**src/rtl/fila_pkg.sv**
```systemverilog
// Shared types and defaults for the fila command front-end.
package fila_pkg;
  localparam int DATA_W_DEF  = 8;
  localparam int DEPTH_DEF   = 8;
  localparam int MIN_HOLDOFF = 3;

  typedef enum logic [1:0] {
    IDLE      = 2'd0,
    ISSUE_ENQ = 2'd1,
    ISSUE_DEQ = 2'd2,
    HOLD      = 2'd3
  } cmd_state_t;
endpackage

```
**src/rtl/fila_debounce.sv**
```systemverilog
// Two-flop synchronizer plus counting debouncer; emits a one-cycle pulse on a
// debounced rising level.
module fila_debounce #(
  parameter int DEBOUNCE_CYCLES = 200
) (
  input  logic clk_i,
  input  logic rst_i,
  input  logic btn_i,
  output logic level_o,
  output logic rise_o
);
  localparam int CW = (DEBOUNCE_CYCLES < 2) ? 1 : $clog2(DEBOUNCE_CYCLES + 1);

  logic          sync1_q, sync2_q;
  logic          stable_q, stable_d;
  logic          rise_q, rise_d;
  logic [CW-1:0] cnt_q, cnt_d;

  // Counter only runs while the synchronized level disagrees with the
  // accepted level; reaching the threshold flips the accepted level.
  always_comb begin
    stable_d = stable_q;
    cnt_d    = cnt_q;
    rise_d   = 1'b0;
    if (sync2_q == stable_q) begin
      cnt_d = '0;
    end else if (cnt_q == CW'(DEBOUNCE_CYCLES - 1)) begin
      stable_d = ~stable_q;
      cnt_d    = '0;
      rise_d   = ~stable_q;
    end else begin
      cnt_d = cnt_q + 1'b1;
    end
  end

  always_ff @(posedge clk_i) begin
    if (rst_i) begin
      sync1_q  <= 1'b0;
      sync2_q  <= 1'b0;
      stable_q <= 1'b0;
      rise_q   <= 1'b0;
      cnt_q    <= '0;
    end else begin
      sync1_q  <= btn_i;
      sync2_q  <= sync1_q;
      stable_q <= stable_d;
      rise_q   <= rise_d;
      cnt_q    <= cnt_d;
    end
  end

  assign level_o = stable_q;
  assign rise_o  = rise_q;
endmodule

```
**src/rtl/fila_cmd.sv**
```systemverilog
// Queue command front-end: debounced buttons -> guarded single-cycle
// enqueue/dequeue strobes with a post-command hold-off.
module fila_cmd
  import fila_pkg::*;
#(
  parameter int DATA_W          = DATA_W_DEF,
  parameter int DEPTH           = DEPTH_DEF,
  parameter int DEBOUNCE_CYCLES = 200,
  parameter int HOLDOFF         = 3
) (
  input  logic              clk_10KHz,
  input  logic              reset,
  input  logic              btn_enq,
  input  logic              btn_deq,
  input  logic [DATA_W-1:0] sw_data,
  input  logic [DATA_W-1:0] len_in,
  output logic [DATA_W-1:0] data_out,
  output logic              enqueue_out,
  output logic              dequeue_out,
  output logic              busy,
  output logic              err_full,
  output logic              err_empty
);
  localparam int HOLD_EFF = (HOLDOFF < MIN_HOLDOFF) ? MIN_HOLDOFF : HOLDOFF;
  localparam int HW       = $clog2(HOLD_EFF + 1);

  logic enq_rise, deq_rise;
  logic enq_lvl, deq_lvl;

  fila_debounce #(.DEBOUNCE_CYCLES(DEBOUNCE_CYCLES)) u_db_enq (
    .clk_i(clk_10KHz), .rst_i(reset), .btn_i(btn_enq),
    .level_o(enq_lvl), .rise_o(enq_rise)
  );

  fila_debounce #(.DEBOUNCE_CYCLES(DEBOUNCE_CYCLES)) u_db_deq (
    .clk_i(clk_10KHz), .rst_i(reset), .btn_i(btn_deq),
    .level_o(deq_lvl), .rise_o(deq_rise)
  );

  cmd_state_t        state_q, state_d;
  logic [HW-1:0]     hold_q, hold_d;
  logic              enq_pend_q, enq_pend_d;
  logic              deq_pend_q, deq_pend_d;
  logic [DATA_W-1:0] data_q, data_d;
  logic              err_full_q, err_full_d;
  logic              err_empty_q, err_empty_d;

  always_comb begin
    state_d     = state_q;
    hold_d      = hold_q;
    enq_pend_d  = enq_pend_q | enq_rise;
    deq_pend_d  = deq_pend_q | deq_rise;
    data_d      = data_q;
    err_full_d  = err_full_q;
    err_empty_d = err_empty_q;
    case (state_q)
      IDLE: begin
        if (enq_pend_q) begin
          enq_pend_d = 1'b0;
          hold_d     = '0;
          if (len_in >= DATA_W'(DEPTH)) begin
            err_full_d = 1'b1;
            state_d    = HOLD;
          end else begin
            data_d  = sw_data;
            state_d = ISSUE_ENQ;
          end
        end else if (deq_pend_q) begin
          deq_pend_d = 1'b0;
          hold_d     = '0;
          if (len_in == '0) begin
            err_empty_d = 1'b1;
            state_d     = HOLD;
          end else begin
            state_d = ISSUE_DEQ;
          end
        end
      end
      ISSUE_ENQ, ISSUE_DEQ: begin
        err_full_d  = 1'b0;
        err_empty_d = 1'b0;
        hold_d      = '0;
        state_d     = HOLD;
      end
      HOLD: begin
        if (hold_q == HW'(HOLD_EFF - 1)) state_d = IDLE;
        else                             hold_d  = hold_q + 1'b1;
      end
      default: state_d = IDLE;
    endcase
  end

  always_ff @(posedge clk_10KHz) begin
    if (reset) begin
      state_q     <= IDLE;
      hold_q      <= '0;
      enq_pend_q  <= 1'b0;
      deq_pend_q  <= 1'b0;
      data_q      <= '0;
      err_full_q  <= 1'b0;
      err_empty_q <= 1'b0;
    end else begin
      state_q     <= state_d;
      hold_q      <= hold_d;
      enq_pend_q  <= enq_pend_d;
      deq_pend_q  <= deq_pend_d;
      data_q      <= data_d;
      err_full_q  <= err_full_d;
      err_empty_q <= err_empty_d;
    end
  end

  // Strobes decode straight from the state register so they are exactly one
  // cycle wide and can never coincide.
  assign enqueue_out = (state_q == ISSUE_ENQ);
  assign dequeue_out = (state_q == ISSUE_DEQ);
  assign busy        = (state_q != IDLE);
  assign data_out    = data_q;
  assign err_full    = err_full_q;
  assign err_empty   = err_empty_q;
endmodule

```
**config.mk**
```make
export PLATFORM = sky130hd
export DESIGN_NAME = fila_cmd
export DESIGN_NICKNAME = d
export VERILOG_FILES = /design/src/rtl/fila_pkg.sv /design/src/rtl/fila_debounce.sv /design/src/rtl/fila_cmd.sv
export SDC_FILE = /design/constraint.sdc
export NUM_CORES = 1
export LEC_CHECK = 0
export BUFFER_PORTS_ARGS = -buffer_cell sky130_fd_sc_hd__buf_2
export CORE_UTILIZATION = 40
export CTS_BUF_LIST = sky130_fd_sc_hd__clkbuf_8
export DETAILED_ROUTE_END_ITERATION = 7
export PLACE_DENSITY = 0.6
export REMOVE_ABC_BUFFERS = 1
export SLEW_MARGIN = 20
export SYNTH_ARGS = -nofsm -noshare
export SYNTH_HDL_FRONTEND = slang
export SYNTH_SLANG_ARGS = --single-unit
```
**constraint.sdc**
```tcl
create_clock -name clk_10KHz -period 1.45 [get_ports clk_10KHz]
set_clock_uncertainty 0.05 [all_clocks]
set_input_delay 0.29 -clock clk_10KHz [delete_from_list [all_inputs] [get_ports clk_10KHz]]
set_output_delay 0.29 -clock clk_10KHz [all_outputs]
set_load 0.005 [all_outputs]
```
Word-level counts from Yosys, hierarchy flattened

Index checks and enable logic that the tools add are counted.
Widths: inputs -> output; s select.

Bitwise gates (word level): 9
Multiplexer cells: 22
Add/subtract/negate cells: 3
Eq/ne operators: 16
Magnitude comparators: 1
Reductions and logical operators: 16

Operators by type and width:

| operator            | number |
|---|---|
| $add 8x1->8 const B | 2 |
| $eq 8x8->1 const B  | 2 |
| $mux 2              | 7 |
| $ne 2x2->1 const B  | 7 |
| $pmux 2 s3          | 2 |
| $reduce_or 3->1     | 4 |
| $mux 1              | 11 |
| $ge 8x4->1 const B  | 1 |
| $logic_not 8->1     | 1 |
| $reduce_and 2->1    | 4 |
| $not 1->1           | 7 |
| $eq 2x2->1 const B  | 3 |
| $reduce_and 3->1    | 2 |
| $pmux 1 s2          | 2 |
| $reduce_and 4->1    | 1 |
| $reduce_bool 2->1   | 2 |
| $ne 3x3->1 const B  | 1 |
| $add 2x1->2 const B | 1 |
| $eq 1x1->1          | 2 |
| $eq 2x1->1 const B  | 1 |
| $logic_not 2->1     | 1 |
| $or 1x1->1          | 2 |
| $reduce_or 2->1     | 1 |

Input bits: 20
Bits in registers: 40
Logic and storage cells: 84

Longest topological paths before layout

Gate-level depths: netlist of run 1.

Word-level depth: 5
Mapped depth: 6

By module

A second synthesis of run 1 with hierarchy kept.

Cells, all modules: 203
Area total of the unflattened synthesis: 1838.0 µm²

By module, submodules not included:

| module        | area an instance (µm²) | cells each | instances | sequential area each (µm²) |
|---|---|---|---|---|
| fila_debounce | 499.2                  | 53         | 2         | 240.2 |
| fila_cmd      | 839.6                  | 97         | 1         | 320.3 |

Least setup slack after synthesis of run 1

Ideal clock, no wire load.

Path type: register to register
From: register state_q[0]
To: register hold_q[0]
Stages on the path, launching flop included: 6
Buffers on the path: 0
Path slack: 0.005 ns
Arrival time: 1.324 ns
Data required time: 1.330 ns
Setup time: 0.070 ns
Cell sequence: dfxtp_1 inv_1 ha_1 nor3b_2 or3_1 a21oi_1

Cells in the longest elaborated chain, start to end: 3
Elaborated cells on any way between the ends: 9
Classes of those cells: eq/ne (5); mux (1); reduce/logical (3)

Ends and longest elaborated chain:

| item                                                  | line            | RTL |
|---|---|---|
| from (decl)                                           | fila_cmd.sv:40  | `cmd_state_t state_q, state_d;` |
| from (signal assigned)                                | fila_cmd.sv:103 | `state_q <= state_d;` |
| $eq 2x1->1, or another cell as far along              | fila_cmd.sv:56  | `case (state_q)` |
| $reduce_or 2->1, or another cell as far along         | fila_cmd.sv:56  |  |
| $pmux 2 s3 / $reduce_and 2->1 (equally long branches) | n/a             |  |
| to (signal assigned)                                  | fila_cmd.sv:104 | `hold_q <= hold_d;` |
| to (decl)                                             | fila_cmd.sv:41  | `logic [HW-1:0] hold_q, hold_d;` |

Several ways; a longest one is shown, not always the timed one.
A chain may end at the register's enable or synchronous reset.

Worst setup path after layout of run 1

From: register state_q[0]
To: output dequeue_out

Cells in the longest elaborated chain, start to end: 1

Ends and longest elaborated chain:

| item       | line            | RTL |
|---|---|---|
| $eq 2x2->1 | fila_cmd.sv:116 | `assign dequeue_out = (state_q == ISSUE_DEQ);` |
| to (decl)  | fila_cmd.sv:19  | `output logic dequeue_out,` |

No other way between the ends.

==> impl_table.tex, run 1 <==
\begin{tabular}{lr}
\hline
Metric & Value \\
\hline
\multicolumn{2}{l}{\textbf{Synth}} \\
\quad Synth Area in Adders & under 10\% \\
\quad Fraction of the mapped netlist area in simple logic gates & 25.2\% \\
\quad Compound-gate portion of the synthesized area & around 16\% \\
\quad Ys flop type & sky130\_fd\_sc\_hd\_\_dfxtp\_1 \\
\quad Gate count after technology mapping & between 150 and 200 \\
\quad Ys async rst share & 0\% \\
\quad \#FFs+latches synth & 40 \\
\quad Unique cell type count in the Yosys netlist & about 40 \\
\quad Number of warnings reported in the yosys synthesis log & 0 \\
\quad Share of Yosys cell area claimed by the top area cell type & 45.6\% \\
\quad Mapped Avg Cell Area & between 9 and 10 sq um \\
\quad Cell types with the largest area share after synthesis & sky130\_fd\_sc\_hd\_\_dfxtp\_1, sky130\_fd\_sc\_hd\_\_o21ai\_0, sky130\_fd\_sc\_hd\_\_ha\_1 \\
\quad Share of the synthesized netlist area taken by xor and xnor gates & under 10\% \\
\quad Post-synthesis instance area & 0.00176 sq mm \\
\quad Sequential area share after synthesis & 45.6\% \\
\quad Cell type contributing the most total cell area after synthesis & sky130\_fd\_sc\_hd\_\_dfxtp\_1 \\
\quad Number of flops mapped to enable cells by yosys & 0 \\
\quad Mux contribution to synthesized area & less than 1\% \\
\quad Largest family of logic cells by synthesized area & simple AND/OR/NAND/NOR gates \\
\multicolumn{2}{l}{\textbf{Routing}} \\
\quad Antenna Violating Nets Remaining & 0 \\
\quad Via density & approximately 5.2 \\
\quad Number of vias in the routed layout & 1,555 \\
\quad Drt total wl & 3.76 mm \\
\quad Iteration-0 DRC count of the detailed router & 57 \\
\quad Wire length per cell after detailed routing & around 13 um \\
\quad Remaining routing DRC violations & 0 \\
\quad Drt first pass iters & 4 \\
\multicolumn{2}{l}{\textbf{GRT}} \\
\quad Number of antenna violations at the first check in global routing & 0 \\
\quad Global Route Usage Sum & $\sim$18\% \\
\quad Pin count of the biggest net entering global routing & 22 \\
\quad Overflow after GRT & 0 \\
\quad First-pass GRT wire length & approximately 6 mm \\
\quad Vias in the first global route & 1,352 \\
\multicolumn{2}{l}{\textbf{Finish}} \\
\quad Fraction of layout cells with a size suffix above 1 & between 20\% and 30\% \\
\quad Final cell count without fillers & between 200 and 300 \\
\quad Antenna diode count & 0 \\
\quad Final-stage net count & around 270 \\
\quad Finished layout cell area & approximately 0.0022 sq mm \\
\quad Area growth from synthesis to layout & 27.9\% \\
\quad Most common cell after layout, fill and taps aside & sky130\_fd\_sc\_hd\_\_dfxtp\_1 \\
\quad Commonest cells after routing, fill and taps aside & sky130\_fd\_sc\_hd\_\_dfxtp\_1, sky130\_fd\_sc\_hd\_\_buf\_2, sky130\_fd\_sc\_hd\_\_o21ai\_0, sky130\_fd\_sc\_hd\_\_buf\_4 \\
\multicolumn{2}{l}{\textbf{Floorplanning}} \\
\quad Die Y-Extent & around 70 um \\
\quad Die Outline Area & $\sim$0.0047 sq mm \\
\quad \# IOs & 33 \\
\quad Std cell rows & 23 \\
\quad Starting density of the core & roughly 43\% \\
\quad Area of the core & 0.00412 sq mm \\
\quad Chip width & approximately 70 um \\
\multicolumn{2}{l}{\textbf{Timing}} \\
\quad Final slew viol count & 0 \\
\quad FMAX & a little over 0.7 GHz \\
\quad Final critical-path setup slack & 0.0491 ns \\
\quad Slew at the pin closest to its max-slew limit & between 0.4 and 0.5 ns \\
\quad Final worst path period share & 96.6\% \\
\quad Final TNS setup & 0 ns \\
\quad RSZ-0062 raised after global routing & true \\
\quad Final hold viol count & 0 \\
\quad Setup Viol. Count Final & 0 \\
\quad Worst slew margin & 70.0\% \\
\quad Final min period & around 1.4 ns \\
\multicolumn{2}{l}{\textbf{Pwr}} \\
\quad Int Pwr & 1.73 mW \\
\quad Total Power & between 2 and 2.5 mW \\
\quad Sequential share of power & 50.3\% \\
\quad Combinational cell fraction of total power & a little under a tenth \\
\quad Power per cell area & $\sim$990 mW/mm\^{}2 \\
\quad Reported net switching power & 0.495 mW \\
\quad Clock power frac & 40.1\% \\
\quad Leakage Power & 0.887 nW \\
\quad Fraction of power spent switching nets & roughly 22\% \\
\quad Max VDD drop & between 600 and 700 uV \\
\multicolumn{2}{l}{\textbf{Critical path}} \\
\quad R2r startpoint & u\_db\_deq.cnt\_q[0] \\
\quad Depth of the worst register-to-register path & 4 \\
\quad Terminus of the critical flop-to-flop path & u\_db\_deq.cnt\_q[7] \\
\quad Signal arrival time at the worst endpoint & roughly 1.1 ns \\
\quad Worst R2R Setup Slack & around 0.070 ns \\
\quad Worst path required time & between 1 and 1.5 ns \\
\quad Worst Setup End Kind & output pin \\
\quad Critical-path maximum fanout & 2 \\
\quad Critical path start-end classification & reg -> out \\
\quad Type of element launching the critical path & flip-flop \\
\multicolumn{2}{l}{\textbf{Placement}} \\
\quad Pre-CTS WS & -0.000276 ns \\
\quad Buffers added on ports & 32 \\
\quad Final HPWL DP & about 2.7 mm \\
\quad Placed Instance Area & around 0.0021 sq mm \\
\quad Gp weighted congestion & $\sim$0.7 \\
\quad Placed cells & just under 300 \\
\multicolumn{2}{l}{\textbf{Hold path}} \\
\quad Cells on Worst Hold Path & 2 \\
\quad Hold Crit Class & in -> reg \\
\quad Worst Hold Launch & btn\_deq \\
\quad Hold endpoint & u\_db\_deq.sync1\_q \\
\multicolumn{2}{l}{\textbf{Clock network}} \\
\quad Clock input transition at the sequential cells of the worst setup and hold paths & 0.08 ns \\
\quad Clock latency on the worst-skew pair & 0.29 ns \\
\quad H-tree level count & 2 \\
\quad Setup Buffers After CTS & 0 \\
\quad TritonCTS clock tree & yes \\
\quad Clk buf depth & 2 \\
\quad Number of hold buffers added after cts & 0 \\
\quad Total clock sinks & 40 \\
\quad CTS root buffer & sky130\_fd\_sc\_hd\_\_clkbuf\_8 \\
\quad TritonCTS buffer count & 5 \\
\multicolumn{2}{l}{\textbf{Run}} \\
\quad \# Max-Cap Violations & 0 \\
\multicolumn{2}{l}{\textbf{Status}} \\
\quad Run status & completed \\
\hline
\end{tabular}
==> area by class of cell <==
cell class	instances	area (sq um)
timing repair buffer	51	309
multi-input combinational	139	930
tap	50	62.6
sequential	40	803
inverter	9	33.8
fill	392	1870
clock buffer	5	68.8
clock inverter	3	38.8
==> through the flow <==
step / hold slack [ns] / util (%)
2_1_floorplan: 0.309 / -
3_3_place_gp: 0.370 / 50.9
3_5_place_dp: 0.377 / 50.9
6_report: 0.159 / 54.6
4_1_cts: 0.145 / 54.0
5_1_grt: 0.144 / 54.6
==> power by group through the flow <==
stage / logic (mW) / registers (mW) / clock network (mW)
after floorplan: 0.0755 / 1.14 / 0
after global placement: 0.184 / 1.14 / 0
after detailed placement: 0.186 / 1.14 / 0
after CTS: 0.198 / 1.12 / 0.924
after global routing: 0.233 / 1.12 / 0.962
final: 0.213 / 1.12 / 0.890
==> critical path, cell delays in order, from the launching register on <==
cell	delay, ns
sky130_fd_sc_hd__dfxtp_2	0.34
sky130_fd_sc_hd__inv_2	0.05
sky130_fd_sc_hd__buf_4	0.13
sky130_fd_sc_hd__ha_4	0.15
sky130_fd_sc_hd__buf_6	0.10
==> metal layers <==
layer / wire length, um / vias up / GRT usage [%]
li1: - / 800 / -
met1: 1950 / 712 / 24.1
met2: 1560 / 37 / 24.6
met3: 199 / 6 / 6.33
met4: 56 / 0 / 7.03
met5: 0 / - / 0
==> synthesized netlist by cell type (2+ instances only) <==
cell                        n
sky130_fd_sc_hd__a21oi_1   15
sky130_fd_sc_hd__nor2b_1    6
sky130_fd_sc_hd__dfxtp_1   40
sky130_fd_sc_hd__o31ai_1    2
sky130_fd_sc_hd__a211oi_1   3
sky130_fd_sc_hd__o211ai_1   2
sky130_fd_sc_hd__nor3_1     3
sky130_fd_sc_hd__nand3_1   15
sky130_fd_sc_hd__ha_1       7
sky130_fd_sc_hd__xnor2_1    2
sky130_fd_sc_hd__nand4_1    4
sky130_fd_sc_hd__o21ai_0   19
sky130_fd_sc_hd__a31oi_1    2
sky130_fd_sc_hd__nor2_1    13
sky130_fd_sc_hd__and2_1     2
sky130_fd_sc_hd__nor3b_1    2
sky130_fd_sc_hd__or3_1     10
sky130_fd_sc_hd__clkbuf_1   3
sky130_fd_sc_hd__buf_2      2
sky130_fd_sc_hd__xor2_1     6
sky130_fd_sc_hd__inv_1      9
sky130_fd_sc_hd__nand2_1    5
sky130_fd_sc_hd__nand2b_1   2
sky130_fd_sc_hd__and3_1     2
sky130_fd_sc_hd__nor4_1     2
==> cells by family (layout without fill, tap and decap cells) <==
family,Yosys count,count (layout)
multiplexers,1,1
AO/OA/AOI/OAI,48,48
buffers and inverters,15,68
AND/OR/NAND/NOR,75,75
XOR/XNOR,8,8
flip-flops,40,40
adder cells (fa/ha/maj),7,7
==> registers in the layout, indices dropped and copies added, names as in the netlist <==
name / cells
data_out: 8
u_db_deq.cnt_q: 8
u_db_enq.cnt_q: 8
hold_q: 2
state_q: 2
deq_pend_q: 1
enq_pend_q: 1
err_empty: 1
err_full: 1
u_db_deq.level_o: 1
u_db_deq.rise_o: 1
u_db_deq.sync1_q: 1
u_db_deq.sync2_q: 1
u_db_enq.level_o: 1
u_db_enq.rise_o: 1
u_db_enq.sync1_q: 1
u_db_enq.sync2_q: 1
==> how the worst max path moves through the flow <==
stage,slack [ns],startpoint,cells after the start,endpoint
after floorplan,0.006,state_q[0],5,hold_q[0]
final,0.05,state_q[0],4,dequeue_out
after global routing,-0.03,u_db_deq.cnt_q[0],4,u_db_deq.cnt_q[7]
after global placement,0.006,state_q[0],6,state_q[1]
after CTS,0.009,state_q[0],4,dequeue_out
after detailed placement,-0.0003,state_q[0],5,hold_q[1]
==> timing repair <==
action                                 4_1_cts  5_1_grt
resized for setup                            7        5
cloned                                       0        0
endpoints found under the hold margin        0        0
setup endpoints to repair                    7        9
Power figures use the tool's default switching activity.
==> inputs of run 2 (changes only) <==
--- a/config.mk
+++ b/config.mk
@@ -6,11 +6,11 @@
 export NUM_CORES = 1
 export LEC_CHECK = 0
 export BUFFER_PORTS_ARGS = -buffer_cell sky130_fd_sc_hd__buf_2
+export CAP_MARGIN = 5
 export CORE_UTILIZATION = 40
 export CTS_BUF_LIST = sky130_fd_sc_hd__clkbuf_8
 export DETAILED_ROUTE_END_ITERATION = 7
 export PLACE_DENSITY = 0.6
-export REMOVE_ABC_BUFFERS = 1
 export SLEW_MARGIN = 20
 export SYNTH_ARGS = -nofsm -noshare
 export SYNTH_HDL_FRONTEND = slang
==> impl_table.tex, run 2 (synthesis results as in run 1) <==
\begin{tabular}{lr}
\hline
Metric & Value \\
\hline
\multicolumn{2}{l}{\textbf{Status}} \\
\quad Run status & completed (unchanged) \\
\multicolumn{2}{l}{\textbf{Timing}} \\
\quad FMAX & 0.709 GHz (was 0.714 GHz) \\
\quad Final slew viol count & 0 (unchanged) \\
\quad Slew at the pin closest to its max-slew limit & 0.478 ns (was 0.447 ns) \\
\quad Final Hold Slack & 0.161 ns (was 0.159 ns) \\
\quad Worst slew margin & 67.8\% (was 70.0\%) \\
\quad Final worst path period share & 97.2\% (was 96.6\%) \\
\quad Final hold viol count & 0 (unchanged) \\
\quad Final min period & 1.41 ns (was 1.40 ns) \\
\quad Final TNS setup & 0 ns (unchanged) \\
\quad Setup Viol. Count Final & 0 (unchanged) \\
\multicolumn{2}{l}{\textbf{Routing}} \\
\quad Iteration-0 DRC count of the detailed router & 93 (was 57) \\
\quad Drt total wl & 3.55 mm (was 3.76 mm) \\
\quad Drt first pass iters & 4 (unchanged) \\
\quad Number of vias in the routed layout & 1,536 (was 1,555) \\
\quad Wire length per cell after detailed routing & 11.9 um (was 12.7 um) \\
\quad Via density & 5.14 (was 5.24) \\
\quad Antenna Violating Nets Remaining & 0 (unchanged) \\
\quad Remaining routing DRC violations & 0 (unchanged) \\
\multicolumn{2}{l}{\textbf{Run}} \\
\quad \# Max-Cap Violations & 0 (unchanged) \\
\multicolumn{2}{l}{\textbf{Pwr}} \\
\quad Reported net switching power & 0.472 mW (was 0.495 mW) \\
\quad Combinational cell fraction of total power & 8.7\% (was 9.6\%) \\
\quad Max VDD drop & 719 uV (was 616 uV) \\
\quad Leakage Power & 0.900 nW (was 0.887 nW) \\
\quad Power per cell area & 1030 mW/mm\^{}2 (was 989 mW/mm\^{}2) \\
\quad Fraction of power spent switching nets & 19.9\% (was 22.3\%) \\
\quad Total Power & 2.37 mW (was 2.22 mW) \\
\quad Clock power frac & 44.2\% (was 40.1\%) \\
\quad Sequential share of power & 47.1\% (was 50.3\%) \\
\quad Int Pwr & 1.90 mW (was 1.73 mW) \\
\multicolumn{2}{l}{\textbf{Clock network}} \\
\quad Clock input transition at the sequential cells of the worst setup and hold paths & 0.08 ns (about the same) \\
\quad H-tree level count & 2 (unchanged) \\
\quad Clk buf depth & 2 (unchanged) \\
\quad CTS root buffer & sky130\_fd\_sc\_hd\_\_clkbuf\_8 (unchanged) \\
\quad TritonCTS buffer count & 5 (unchanged) \\
\quad TritonCTS clock tree & yes (unchanged) \\
\quad Total clock sinks & 40 (unchanged) \\
\quad Clock latency on the worst-skew pair & 0.28 ns (was 0.29 ns) \\
\quad Number of hold buffers added after cts & 0 (unchanged) \\
\multicolumn{2}{l}{\textbf{Finish}} \\
\quad Area growth from synthesis to layout & 30.9\% (was 27.9\%) \\
\quad Antenna diode count & 0 (unchanged) \\
\quad Finished layout cell area & 0.00230 sq mm (was 0.00225 sq mm) \\
\quad Final-stage net count & 276 (was 273) \\
\quad Final core occ & 55.9\% (was 54.6\%) \\
\quad Most common cell after layout, fill and taps aside & sky130\_fd\_sc\_hd\_\_dfxtp\_1 (unchanged) \\
\quad Commonest cells after routing, fill and taps aside & sky130\_fd\_sc\_hd\_\_dfxtp\_1, sky130\_fd\_sc\_hd\_\_buf\_2, sky130\_fd\_sc\_hd\_\_buf\_4 (was sky130\_fd\_sc\_hd\_\_dfxtp\_1, sky130\_fd\_sc\_hd\_\_buf\_2, sky130\_fd\_sc\_hd\_\_o21ai\_0, sky130\_fd\_sc\_hd\_\_buf\_4) \\
\quad Fraction of layout cells with a size suffix above 1 & 32.9\% (was 30.0\%) \\
\multicolumn{2}{l}{\textbf{Floorplanning}} \\
\quad \# IOs & 33 (unchanged) \\
\quad Chip width & 68.2 um (unchanged) \\
\quad Die Y-Extent & 68.2 um (unchanged) \\
\quad Std cell rows & 23 (unchanged) \\
\quad Area of the core & 0.00412 sq mm (unchanged) \\
\quad Starting density of the core & 42.7\% (unchanged) \\
\quad Die Outline Area & 0.00466 sq mm (unchanged) \\
\multicolumn{2}{l}{\textbf{GRT}} \\
\quad First-pass GRT wire length & 5.65 mm (was 6.05 mm) \\
\quad Number of antenna violations at the first check in global routing & 0 (unchanged) \\
\quad Overflow after GRT & 0 (unchanged) \\
\quad Global Route Usage Sum & 16.4\% (was 17.6\%) \\
\quad Pin count of the biggest net entering global routing & 22 (unchanged) \\
\quad Vias in the first global route & 1,344 (was 1,352) \\
\multicolumn{2}{l}{\textbf{Critical path}} \\
\quad R2r startpoint & state\_q[1] (was u\_db\_deq.cnt\_q[0]) \\
\quad Critical-path maximum fanout & 2 (unchanged) \\
\quad Critical path start-end classification & reg -> out (unchanged) \\
\quad Type of element launching the critical path & flip-flop (unchanged) \\
\quad Worst Setup End Kind & output pin (unchanged) \\
\quad Worst path required time & 1.11 ns (about the same) \\
\quad Signal arrival time at the worst endpoint & 1.07 ns (was 1.06 ns) \\
\quad Crit path launch & state\_q[0] (unchanged) \\
\multicolumn{2}{l}{\textbf{Placement}} \\
\quad Final HPWL DP & 2.60 mm (was 2.73 mm) \\
\quad Buffers added on ports & 32 (unchanged) \\
\quad Gp weighted congestion & 0.788 (was 0.701) \\
\quad Placed Instance Area & 0.00211 sq mm (was 0.00210 sq mm) \\
\multicolumn{2}{l}{\textbf{Synth}} \\
\quad Synthesized netlist net count & approximately 220 \\
\multicolumn{2}{l}{\textbf{Hold path}} \\
\quad Hold Crit Class & in -> reg (unchanged) \\
\quad Worst Hold Launch & btn\_deq (unchanged) \\
\hline
\end{tabular}
==> run 2: per-stage QoR <==
stage / std cells / setup WS (ns)
after floorplan: 194 / 0.00542
final: 299 / 0.0403
after global routing: 299 / -0.00592
after detailed placement: 291 / -0.0354
after CTS: 298 / 0.00269
after global placement: 291 / 0.00368
==> run 2: layout make-up <==
cell class                      count  area, sq um
Clock buffer                        5         68.8
Clock inverter                      2         60.1
Fill cell                         378         1820
Inverter                            9         33.8
Multi-Input combinational cell    139          932
Sequential cell                    40          805
Tap cell                           50         62.6
Timing Repair Buffer               54          337
==> run 2: timing repair <==
item / in CTS / in global routing
gates resized for setup: 5 / 12
setup endpoints to repair: 6 / 11
endpoints found under the hold margin: 0 / 0
pin swaps: 0 / 1
buffers inserted: 0 / 1
==> run 2: path summary, 6_finish.rpt <==
check,cells after the start,endpoint,slack [ns]
max,4,dequeue_out,0.04
min,2,u_db_deq.sync1_q,0.16
max reg2reg,5,hold_q[0],0.11
min reg2reg,1,u_db_enq.sync2_q,0.39
==> run 2: worst max-delay path, cell delays in order, from the launching register on <==
cell and delay [ns]:
sky130_fd_sc_hd__dfxtp_2 0.34, sky130_fd_sc_hd__inv_2 0.05, sky130_fd_sc_hd__buf_4 0.12, sky130_fd_sc_hd__ha_2 0.17, sky130_fd_sc_hd__buf_6 0.11
==> run 2: per-layer routing <==
| metal | global-route usage, % | wire, um | share of wire, % |
|---|---|---|---|
| met2 | 26.7 | 1640 | 46 |
| met1 | 20.4 | 1720 | 48 |
| met5 | 0 | 0 | 0 |
| met4 | 7.81 | 57 | 1.6 |
| met3 | 3.50 | 127 | 3.6 |
==> run 2: power by group through the flow <==
stage | Sequential, mW | Combinational [mW] | Clock [mW]
global placement | 1.14 | 0.177 | 0
finish | 1.12 | 0.207 | 1.05
CTS | 1.11 | 0.191 | 1.07
detailed placement | 1.14 | 0.179 | 0
global route | 1.12 | 0.230 | 1.13
floorplan | 1.14 | 0.0826 | 0
==> inputs of run 3 (changes only) <==
--- a/config.mk
+++ b/config.mk
@@ -7,9 +7,12 @@
 export LEC_CHECK = 0
 export BUFFER_PORTS_ARGS = -buffer_cell sky130_fd_sc_hd__buf_2
 export CAP_MARGIN = 5
+export CORE_ASPECT_RATIO = 0.6
+export CORE_MARGIN = 3
 export CORE_UTILIZATION = 40
 export CTS_BUF_LIST = sky130_fd_sc_hd__clkbuf_8
 export DETAILED_ROUTE_END_ITERATION = 7
+export GPL_ROUTABILITY_DRIVEN = 0
 export PLACE_DENSITY = 0.6
 export SLEW_MARGIN = 20
 export SYNTH_ARGS = -nofsm -noshare
==> impl_table.tex, run 3 (synthesis results as in run 1) <==
\begin{tabular}{lr}
\hline
Metric & Value \\
\hline
\multicolumn{2}{l}{\textbf{Critical path}} \\
\quad Critical path cell sequence & buf\_4 > ha\_1 > buf\_2 (was inv\_2 > buf\_4 > ha\_2 > buf\_6) \\
\quad Maximum cell stage delay along the critical path & 0.33 ns (was 0.34 ns) \\
\quad Signal arrival time at the worst endpoint & 1.05 ns (was 1.07 ns) \\
\quad Type of element launching the critical path & flip-flop (unchanged) \\
\quad Critical-path maximum fanout & 3 (was 2) \\
\quad Count of buffering cells on the critical path with inverters included & 2 (was 3) \\
\quad Worst path required time & 1.11 ns (about the same) \\
\quad Critical path start-end classification & reg -> out (unchanged) \\
\quad Crit-path slowest cell & sky130\_fd\_sc\_hd\_\_dfxtp\_2 (unchanged) \\
\quad Crit-path leading delay family & flip-flops (unchanged) \\
\quad Worst Setup End Kind & output pin (unchanged) \\
\multicolumn{2}{l}{\textbf{Floorplanning}} \\
\quad Die Y-Extent & 57.3 um (was 68.2 um) \\
\quad Starting density of the core & 44.6\% (was 42.7\%) \\
\quad Die Outline Area & 0.00525 sq mm (was 0.00466 sq mm) \\
\quad \# IOs & 33 (unchanged) \\
\quad Chip width & 91.5 um (was 68.2 um) \\
\quad Std cell rows & 17 (was 23) \\
\quad Area of the core & 0.00394 sq mm (was 0.00412 sq mm) \\
\multicolumn{2}{l}{\textbf{Routing}} \\
\quad Via density & 5.27 (was 5.14) \\
\quad Antenna Violating Nets Remaining & 0 (unchanged) \\
\quad Remaining routing DRC violations & 0 (unchanged) \\
\quad Iteration-0 DRC count of the detailed router & 60 (was 93) \\
\quad Drt first pass iters & 4 (unchanged) \\
\quad Number of vias in the routed layout & 1,566 (was 1,536) \\
\quad Wire length per cell after detailed routing & 14.1 um (was 11.9 um) \\
\quad Drt total wl & 4.18 mm (was 3.55 mm) \\
\multicolumn{2}{l}{\textbf{Timing}} \\
\quad Slew at the pin closest to its max-slew limit & 0.443 ns (was 0.478 ns) \\
\quad Setup Viol. Count Final & 0 (unchanged) \\
\quad FMAX & 0.718 GHz (was 0.709 GHz) \\
\quad Final min period & 1.39 ns (was 1.41 ns) \\
\quad Final worst path period share & 96.1\% (was 97.2\%) \\
\quad Worst slew margin & 70.2\% (was 67.8\%) \\
\quad Final slew viol count & 0 (unchanged) \\
\quad Final hold viol count & 0 (unchanged) \\
\quad Final critical-path setup slack & 0.0563 ns (was 0.0403 ns) \\
\quad Final Hold Slack & 0.148 ns (was 0.161 ns) \\
\multicolumn{2}{l}{\textbf{Finish}} \\
\quad Final-stage net count & 266 (was 276) \\
\quad Fraction of layout cells with a size suffix above 1 & 29.6\% (was 32.9\%) \\
\quad Commonest cells after routing, fill and taps aside & sky130\_fd\_sc\_hd\_\_dfxtp\_1, sky130\_fd\_sc\_hd\_\_buf\_2, sky130\_fd\_sc\_hd\_\_o21ai\_0 (was sky130\_fd\_sc\_hd\_\_dfxtp\_1, sky130\_fd\_sc\_hd\_\_buf\_2, sky130\_fd\_sc\_hd\_\_buf\_4) \\
\quad Area growth from synthesis to layout & 26.6\% (was 30.9\%) \\
\quad Antenna diode count & 0 (unchanged) \\
\quad Final core occ & 56.5\% (was 55.9\%) \\
\quad \# fillers & 370 (was 378) \\
\quad Most common cell after layout, fill and taps aside & sky130\_fd\_sc\_hd\_\_dfxtp\_1 (unchanged) \\
\quad Area taken by flip-flops and latches & 803 sq um (was 805 sq um) \\
\quad Multi-input gate area in the final layout & 956 sq um (was 932 sq um) \\
\multicolumn{2}{l}{\textbf{Clock network}} \\
\quad Clock latency on the worst-skew pair & 0.29 ns (was 0.28 ns) \\
\quad Number of hold buffers added after cts & 0 (unchanged) \\
\quad H-tree level count & 2 (unchanged) \\
\quad TritonCTS clock tree & yes (unchanged) \\
\quad CTS root buffer & sky130\_fd\_sc\_hd\_\_clkbuf\_8 (unchanged) \\
\quad Clk buf depth & 2 (unchanged) \\
\quad TritonCTS buffer count & 5 (unchanged) \\
\quad Total clock sinks & 40 (unchanged) \\
\quad Clock input transition at the sequential cells of the worst setup and hold paths & 0.08 ns (about the same) \\
\multicolumn{2}{l}{\textbf{Synth}} \\
\quad Synthesized netlist net count & 221 (unchanged) \\
\multicolumn{2}{l}{\textbf{GRT}} \\
\quad First-pass GRT wire length & 6.89 mm (was 5.65 mm) \\
\quad Global Route Usage Sum & 16.7\% (was 16.4\%) \\
\quad Number of antenna violations at the first check in global routing & 0 (unchanged) \\
\quad Vias in the first global route & 1,455 (was 1,344) \\
\quad Pin count of the biggest net entering global routing & 22 (unchanged) \\
\quad Overflow after GRT & 0 (unchanged) \\
\multicolumn{2}{l}{\textbf{Hold path}} \\
\quad Hold Crit Class & in -> reg (unchanged) \\
\multicolumn{2}{l}{\textbf{Run}} \\
\quad \# Max-Cap Violations & 0 (unchanged) \\
\multicolumn{2}{l}{\textbf{Pwr}} \\
\quad Leakage Power & 0.854 nW (was 0.900 nW) \\
\quad Power per cell area & 985 mW/mm\^{}2 (was 1030 mW/mm\^{}2) \\
\quad Max VDD drop & 437 uV (was 719 uV) \\
\multicolumn{2}{l}{\textbf{Status}} \\
\quad Run status & completed (unchanged) \\
\multicolumn{2}{l}{\textbf{Placement}} \\
\quad Final HPWL DP & 3.09 mm (was 2.60 mm) \\
\quad Buffers added on ports & 32 (unchanged) \\
\quad Pre-CTS WS & -0.0402 ns (was -0.0354 ns) \\
\hline
\end{tabular}
run 3: metal layers:
metal | track usage (%) | up-vias | share of wire (%)
met1 | 24.6 | 720 | 51
met2 | 21.4 | 53 | 39
met5 | 0 | - | 0
met4 | 6.44 | 0 | 1.1
met3 | 6.46 | 4 | 9.3
li1 | - | 789 | -
run 3: worst register-to-register path, delay by kind of cell (launching register included):
kind | cells | cell delay [ns]
flip-flops | 1 | 0.35
AO/OA/AOI/OAI | 1 | 0.23
adder cells (fa/ha/maj) | 1 | 0.19
AND/OR/NAND/NOR | 2 | 0.49
run 3: final timing paths:
check	cells past startpoint	startpoint	to	slack, ns
worst max-delay path	3	state_q[0]	enqueue_out	0.06
worst min-delay path	2	btn_deq	u_db_deq.sync1_q	0.15
worst max register to register	4	u_db_deq.cnt_q[1]	u_db_deq.cnt_q[5]	0.07
worst min register to register	1	u_db_enq.sync1_q	u_db_enq.sync2_q	0.39
run 3: area by class of cell:
| class | count | share of cell area [%] |
|---|---|---|
| clock buffers | 5 | 3.10 |
| inverters | 9 | 1.52 |
| well taps | 57 | 3.21 |
| flip-flops and latches | 40 | 36.1 |
| clock inverters | 3 | 1.75 |
| multi-input cells | 139 | 43.0 |
| repair buffers | 44 | 11.3 |
run 3: metrics by stage:
| stage | cell area (sq um) | total power [mW] | std cells | setup TNS, ns |
|---|---|---|---|---|
| 6_report | 2220 | 2.19 | 297 | 0 |
| 5_1_grt | 2220 | 2.28 | 297 | -0.0196 |
| 4_1_cts | 2170 | 2.21 | 296 | 0 |
| 3_5_place_dp | 2040 | 1.31 | 288 | -0.0780 |
| 3_3_place_gp | 2040 | 1.30 | 288 | 0 |
| 2_1_floorplan | 1760 | 1.22 | 194 | 0 |
run 3: what timing repair did:
action / CTS / global route
resized for setup: 4 / 12
pin swaps: 0 / 2
endpoints found under the hold margin: 0 / 0
setup buffers: 0 / 1
setup endpoints to repair: 6 / 20
run 3: power by group:
part	total [mW]	switching [mW]	internal, mW
combinational	0.188	0.0996	0.0885
sequential	1.12	0.00656	1.11
clock	0.884	0.381	0.504
